==> src/rtl/img_ram_writer.sv <==
// Frame-buffer writer: takes a raster-order 4-bit pixel stream and issues one image-RAM write
// per accepted pixel, flagging frame completion and frames aborted by an early start-of-frame.
//
// state   | meaning
// --------+--------------------------------------------------------------
// S_IDLE  | waiting for a start-of-frame pixel; other pixels are dropped
// S_WRITE | frame in progress, one write per accepted pixel
// S_DONE  | one-cycle gap after the last pixel, pix_ready held low
module img_ram_writer #(
    parameter int IMG_W  = 400,
    parameter int IMG_H  = 300,
    parameter int ADDR_W = 17
) (
    input  logic              clk,
    input  logic              rst_n,
    input  logic              pix_valid,
    input  logic              pix_sof,
    input  logic [3:0]        pix_data,
    output logic              pix_ready,
    output logic              ram_we,
    output logic [ADDR_W-1:0] ram_addr,
    output logic [3:0]        ram_din,
    output logic              busy,
    output logic              frame_done,
    output logic              frame_err
);

    localparam int XW = (IMG_W > 1) ? $clog2(IMG_W) : 1;
    localparam int YW = (IMG_H > 1) ? $clog2(IMG_H) : 1;
    localparam logic [XW-1:0] X_LAST = XW'(IMG_W - 1);
    localparam logic [YW-1:0] Y_LAST = YW'(IMG_H - 1);

    typedef enum logic [1:0] {
        S_IDLE  = 2'd0,
        S_WRITE = 2'd1,
        S_DONE  = 2'd2
    } state_t;

    state_t              r_state;
    logic [XW-1:0]       r_x;
    logic [YW-1:0]       r_y;
    logic [ADDR_W-1:0]   r_addr;
    logic                r_pix_ready;
    logic                r_ram_we;
    logic [ADDR_W-1:0]   r_ram_addr;
    logic [3:0]          r_ram_din;
    logic                r_busy;
    logic                r_frame_done;
    logic                r_frame_err;

    state_t              w_state_nxt;
    logic [XW-1:0]       w_x_nxt;
    logic [YW-1:0]       w_y_nxt;
    logic [ADDR_W-1:0]   w_addr_nxt;
    logic                w_we_nxt;
    logic [ADDR_W-1:0]   w_ram_addr_nxt;
    logic [3:0]          w_ram_din_nxt;
    logic                w_done_nxt;
    logic                w_err_nxt;
    logic                w_accept;
    logic                w_last;

    assign w_accept = pix_valid & r_pix_ready;
    assign w_last   = (r_x == X_LAST) && (r_y == Y_LAST);

    always_comb begin
        w_state_nxt    = r_state;
        w_x_nxt        = r_x;
        w_y_nxt        = r_y;
        w_addr_nxt     = r_addr;
        w_we_nxt       = 1'b0;
        w_ram_addr_nxt = r_ram_addr;
        w_ram_din_nxt  = r_ram_din;
        w_done_nxt     = 1'b0;
        w_err_nxt      = 1'b0;
        case (r_state)
            S_IDLE: begin
                if (w_accept && pix_sof) begin
                    w_we_nxt       = 1'b1;
                    w_ram_addr_nxt = '0;
                    w_ram_din_nxt  = pix_data;
                    w_x_nxt        = XW'(1);
                    w_y_nxt        = '0;
                    w_addr_nxt     = ADDR_W'(1);
                    w_state_nxt    = S_WRITE;
                end
            end
            S_WRITE: begin
                if (w_accept) begin
                    w_we_nxt      = 1'b1;
                    w_ram_din_nxt = pix_data;
                    // An early SOF wins over completion, even on the final pixel position
                    if (pix_sof) begin
                        w_err_nxt      = 1'b1;
                        w_ram_addr_nxt = '0;
                        w_x_nxt        = XW'(1);
                        w_y_nxt        = '0;
                        w_addr_nxt     = ADDR_W'(1);
                    end else begin
                        w_ram_addr_nxt = r_addr;
                        if (w_last) begin
                            w_done_nxt  = 1'b1;
                            w_state_nxt = S_DONE;
                        end else begin
                            w_addr_nxt = r_addr + ADDR_W'(1);
                            if (r_x == X_LAST) begin
                                w_x_nxt = '0;
                                w_y_nxt = r_y + YW'(1);
                            end else begin
                                w_x_nxt = r_x + XW'(1);
                            end
                        end
                    end
                end
            end
            S_DONE:  w_state_nxt = S_IDLE;
            default: w_state_nxt = S_IDLE;
        endcase
    end

    always_ff @(posedge clk) begin
        if (!rst_n) begin
            r_state      <= S_IDLE;
            r_x          <= '0;
            r_y          <= '0;
            r_addr       <= '0;
            r_pix_ready  <= 1'b0;
            r_ram_we     <= 1'b0;
            r_ram_addr   <= '0;
            r_ram_din    <= '0;
            r_busy       <= 1'b0;
            r_frame_done <= 1'b0;
            r_frame_err  <= 1'b0;
        end else begin
            r_state      <= w_state_nxt;
            r_x          <= w_x_nxt;
            r_y          <= w_y_nxt;
            r_addr       <= w_addr_nxt;
            r_pix_ready  <= (w_state_nxt != S_DONE);
            r_ram_we     <= w_we_nxt;
            r_ram_addr   <= w_ram_addr_nxt;
            r_ram_din    <= w_ram_din_nxt;
            r_busy       <= (w_state_nxt == S_WRITE);
            r_frame_done <= w_done_nxt;
            r_frame_err  <= w_err_nxt;
        end
    end

    assign pix_ready  = r_pix_ready;
    assign ram_we     = r_ram_we;
    assign ram_addr   = r_ram_addr;
    assign ram_din    = r_ram_din;
    assign busy       = r_busy;
    assign frame_done = r_frame_done;
    assign frame_err  = r_frame_err;

endmodule

==> config.mk <==
export PLATFORM = sky130hd
export DESIGN_NAME = img_ram_writer
export DESIGN_NICKNAME = d
export VERILOG_FILES = /design/src/rtl/img_ram_writer.sv
export SDC_FILE = /design/constraint.sdc
export NUM_CORES = 1
export LEC_CHECK = 0
export ABC_AREA = 1
export BUFFER_PORTS_ARGS = -buffer_cell sky130_fd_sc_hd__clkbuf_2
export CAP_MARGIN = 20
export CORE_ASPECT_RATIO = 1.5
export CORE_UTILIZATION = 60
export CTS_CLUSTER_DIAMETER = 100
export DETAILED_ROUTE_END_ITERATION = 8
export PLACE_DENSITY = 0.81
export SYNTH_ARGS = -nofsm -noshare
export SYNTH_HDL_FRONTEND = slang
export SYNTH_SLANG_ARGS = --single-unit
==> constraint.sdc <==
create_clock -name clk -period 3.2 [get_ports clk]
set_clock_uncertainty 0.2 [all_clocks]
set_input_delay 0.48 -clock clk [delete_from_list [all_inputs] [get_ports clk]]
set_output_delay 0.48 -clock clk [all_outputs]
set_load 0.005 [all_outputs]
# Word-level counts from Yosys, hierarchy flattened
# Cells that the tools add are included.
[totals]
latch_bits = 0
register_bits = 63
output_inout_bits = 26
memories = 0
romBits = 0
word_cells = 70
ramBits = 0
[classes]
mux = 34
bitwise_logic = 4
n_div = 0
n_eq_ne = 9
add_sub_neg = 3
reduce_logical = 9
multipliers = 0
n_lt_le_gt_ge = 0
shift = 0
[ops]
columns = ["cell", "count"]
rows = [
  ["17-bit 2-to-1 mux", 7],
  ["9-bit 2-to-1 mux", 10],
  ["17-bit one-hot mux with 2 select lines", 2],
  ["9-bit one-hot mux with 2 select lines", 2],
  ["9-bit by 1-bit adder with 9-bit output, second input constant", 2],
  ["9-bit == test, second input constant", 2],
  ["17-bit by 1-bit adder with 17-bit output, second input constant", 1],
  ["2-bit 2-to-1 mux", 4],
  ["4-bit 2-to-1 mux", 2],
  ["4-bit one-hot mux with 2 select lines", 1],
  ["2-bit != test, second input constant", 3],
  ["3-bit != test, second input constant", 2],
  ["3-bit AND reduction", 2],
  ["5-bit AND reduction", 1],
  ["2-bit by 1-bit == test with 1-bit output, second input constant", 2],
  ["1-bit 2-to-1 mux", 4],
  ["2-bit one-hot mux with 2 select lines", 1],
  ["4-bit AND reduction", 1],
  ["4-bit OR reduction", 1],
  ["1-bit NOT", 3],
  ["1-bit logical AND", 2],
  ["2-bit zero test", 1],
  ["1-bit one-hot mux with 2 select lines", 1],
  ["2-bit nonzero test", 1],
  ["1-bit bitwise AND", 1],
]

# Depth between registers and ports, before layout
[logic_depth]
depth_word = 7
mapped_depth = 13
mapped_depth_nobuf = 12

# Worst setup path after synthesis
# OpenSTA, ideal clock, no wires.
[synth_timing]
kind = "register to register"
start = "reg r_x[0]"
end = "reg r_x[7]"
period_less_slack_ps = 1759
path_buffers = 1
path_stages_with_launch = 12
t_required_ps = 2884
arrival_time_ps = 1444
setup_slack_ps = 1441
cell_sequence = "dfxtp_1 ha_1 nand2_2 nor2_4 inv_2 nor2_8 nand3_4 nand2_4 buf_4 nor2_1 o21ai_0 nor2_1"
[synth_between]
elab_chain_len = 6
elab_cells_between_ends = 10
cone_classes = "1 x add/sub; 2 x eq/ne; 5 x mux; 2 x reduce/logical"
[synth_rtl]
columns = ["item", "line_no", "source"]
rows = [
  ["start: declaration", "40", "logic [XW-1:0] r_x;"],
  ["start signal: assignment", "136", "r_x <= w_x_nxt;"],
  ["9-bit by 1-bit adder with 9-bit output or 9-bit == test (tied branches)", "110, 64, 106", ""],
  ["9-bit 2-to-1 mux", "106", "if (r_x == X_LAST) begin"],
  ["9-bit 2-to-1 mux", "101", "if (w_last) begin"],
  ["9-bit 2-to-1 mux", "93", "if (pix_sof) begin"],
  ["9-bit 2-to-1 mux", "89", "if (w_accept) begin"],
  ["9-bit one-hot mux with 2 select lines", "76", "case (r_state)"],
]
# Several ways; a longest one is shown, not always the timed one. The select of a mux whose other input is x is not followed.
# A chain may end at the register's enable or synchronous reset.

# Final worst setup path
[layout_timing]
start = "reg r_y[0]"
end = "reg r_x[5]"
[layout_between]
elab_chain_len = 4
[layout_rtl]
columns = ["item", "line_no", "source"]
rows = [
  ["start: declaration", "41", "logic [YW-1:0] r_y;"],
  ["start signal: assignment", "137", "r_y <= w_y_nxt;"],
  ["9-bit == test", "64", "assign w_last = (r_x == X_LAST) && (r_y == Y_LAST);"],
  ["1-bit logical AND", "64", ""],
  ["3-bit != test (no source line)", "n/a", ""],
  ["4-bit AND reduction (no source line)", "n/a", ""],
]
# No other way between the ends.

==> metrics.md <==
| Metric | Value |
|---|---|
| Clk slew on worst S/H paths | 0.07 ns |
| Vias/cell | 5.35 |
| Clock Latency Late Sink | 0.34 ns |
| Fmax achieved | 442 MHz |
| # DRC | 0 |
| R2r setup slk | 0.94 ns |
| Sw Share | 0.238 |
| Routed Antenna Nets | 0 |
| Antenna violations before repair | 0 |
| Worst R2R Path Depth | 9 |
| Core ar. | 4930 um2 |
| P&R area growth vs syn | 10.8% |
| Clock power share | 0.440 |
| Worst slew pin tran | 0.634 ns |
| Fin. Hold Viols | 0 |
| Reg2reg end | r_x[5] |
| Final Cycle Share | 0.707 |
| Pre-CTS setup slack | 0.772 ns |
| CTS tree | built |
| # rows | 31 |
| Final min period | 2.26 ns |
| WL per Instance | 13.2 um |
| Pwr per Cell Area | 455 nW/um2 |
| Synth area leaders | dfxtp_1 (40%), nand2_1 (11%), nor2_1 (7.6%) |
| Worst flop-to-flop path startpoint | r_y[0] |
| Syn. warnings | 0 |
| CTS Buffer Depth | 2 |
| P_leak | 1.45 nW |
| Synth Register Bits | 63 |
| Dpl hpwl | 5070 um |
| Setup Fix Bufs, Post-CTS | 0 |
| Final number of setup-violating endpoints | 0 |
| Crit. End Element | flip-flop |
| Top-Level Pins | 34 |
| Synth area leader | dfxtp_1 |
| Post-synthesis cell count | 456 |
| Pin count of the biggest net entering global routing | 31 |
| CTS sink count | 63 |
| Net count, final | 494 |
| CP Launch Type | flip-flop |
| Hold Startpoint | pix_data[1] |
| Final WS setup | 0.938 ns |
| Antenna Cells | 0 |
| Post-synth cell types | 35 |
| Root Buffer Master | clkbuf_8 |
| WP data arrival | 2.34 ns |
| Post-synth top area share | 0.400 |
| Starting DRT DRC Count | 207 |
| GRT overflow | 0 |
| Most frequent cell after synthesis | nand2_1 |
| Sequential share of power | 0.502 |
| Sequential share of the synthesized area | 0.400 |
| Worst Path Max Fanout | 23 |
| Util after Layout | 0.709 |
| Status | finished, final reports clean |
| Worst EP required | 3.27 ns |
| # Max-Cap Violations | 0 |
| Hold Path Stages | 3 |
| Min-Delay Path Class | input pin to flip-flop |
| First drt pass iteration count | 4 |
| Gr usage total | 0.294 |
| Unrepaired setup endpoints after global routing | false |
| Synthesized cell area | 3150 um2 |
| Initial core utilization | 0.639 |
| Number of gates resized after CTS | 0 |
| Synth Net Count | 467 |
| Post-synth EDFFs | 0 |
| Number of global-route vias before repair | 2810 |
| P_int | 1.21 mW |
| Die Span Y | 90.7 um |
| First-pass GRT wire length | 12300 um |
| Placer Congestion | 0.924 |
| Slew HR | 0.577 |
| Top cells by count, synth | nand2_1 (95), nor2_1 (64), dfxtp_1 (63) |
| Die W | 61.2 um |
| Hold EP | ram_din[1] |
| Hold buffer count at cts | 0 |
| Port Buffer Count | 33 |
| Die ar. | 5550 um2 |
| # H-tree levels | 3 |
| Final WL | 7310 um |
| Routed vias | 2957 |
| TNS Setup | 0 ns |
| Crit path kind | flip-flop to flip-flop |
| Syn Area/Cell | 6.91 um2 |
| Comb power frac | 0.058 |
| Worst vdd ir | 0.338 mV |
| CTS Buf Count | 9 |
| Max Slew Vio Count | 0 |
| Primary FF master, synth | dfxtp_1 |
| Psw | 378 uW |
| Synth async-reset ratio | 0 |
| Share of layout cells above drive strength 1 | 0.160 |
[cell type report]
class                   count  area (um2)
clock buffers              11         151
clock inverters             4        45.0
fillers                   434        1440
inverters                  59         221
multi-input cells         316        1560
flip-flops and latches     63        1260
well taps                  66        82.6
repair buffers             34         173
[placed cells by master, fill, tap and decap left out, drive strengths merged, types with 8 or more instances in the layout]
cell	Yosys	layout
o21ai	35	35
dfxtp	63	63
a21oi	20	20
inv	58	58
nand3	49	49
o31ai	8	8
nand2	104	104
nor3	9	9
nor2	69	69
clkbuf	5	44
[worst max path at each step]
stage,from,endpoint
final,r_y[0],r_x[5]
after global routing,pix_ready,r_addr[14]
after CTS,r_y[0],r_addr[5]
after detailed placement,pix_valid,r_addr[13]
after global placement,pix_valid,r_addr[13]
after floorplan,r_x[0],r_x[7]
[sequential cells by signal, summed over array words and instances, names as in the netlist]
signal	flops
ram_din	4
frame_done	1
r_x	9
r_y	9
r_state	2
pix_ready	1
frame_err	1
r_addr	17
busy	1
ram_we	1
ram_addr	17
[power by group through the flow]
stage                     combinational, mW  clock [mW]  sequential, mW
after CTS                            0.0909       0.707           0.797
final                                0.0918       0.699           0.797
after global placement               0.0892           0           0.815
after floorplan                      0.0693           0           0.815
after global routing                  0.102       0.740           0.798
after detailed placement             0.0904           0           0.815
[worst max-delay path: stages, from the launching register on]
cell	delay, ns
dfxtp_1	0.43
ha_1	0.26
nand3_1	0.11
nor2_2	0.20
nand3_4	0.18
nand2_4	0.25
inv_2	0.24
nand2_2	0.13
nand2_1	0.07
a21oi_2	0.11
[metrics by stage]
stage	hold WS, ns	power [mW]	cell area [um2]	std cells
after global placement	0.268	0.904	3290	538
after detailed placement	0.281	0.905	3290	538
after floorplan	0.257	0.884	3150	456
after CTS	0.163	1.59	3490	553
after global routing	0.172	1.64	3490	553
final	0.169	1.59	3490	553
[per-layer routing]
layer / vias up / wire [um] / part of all wire / global-route usage
met4: 0 / 219 / 0.030 / 0.163
met1: 1358 / 3020 / 0.41 / 0.326
li1: 1517 / - / - / -
met3: 21 / 206 / 0.028 / 0.0501
met5: - / 0 / 0 / 0
met2: 61 / 3870 / 0.53 / 0.505
[kinds of logic after synthesis]
family / Yosys count / synth area share
buffers and inverters: 77 / 0.105
AO/OA/AOI/OAI: 72 / 0.131
flip-flops: 63 / 0.400
adder cells (fa/ha/maj): 3 / 0.0119
XOR/XNOR: 1 / 0.00278
AND/OR/NAND/NOR: 240 / 0.349
No activity file was read; power rests on OpenSTA's default activity.
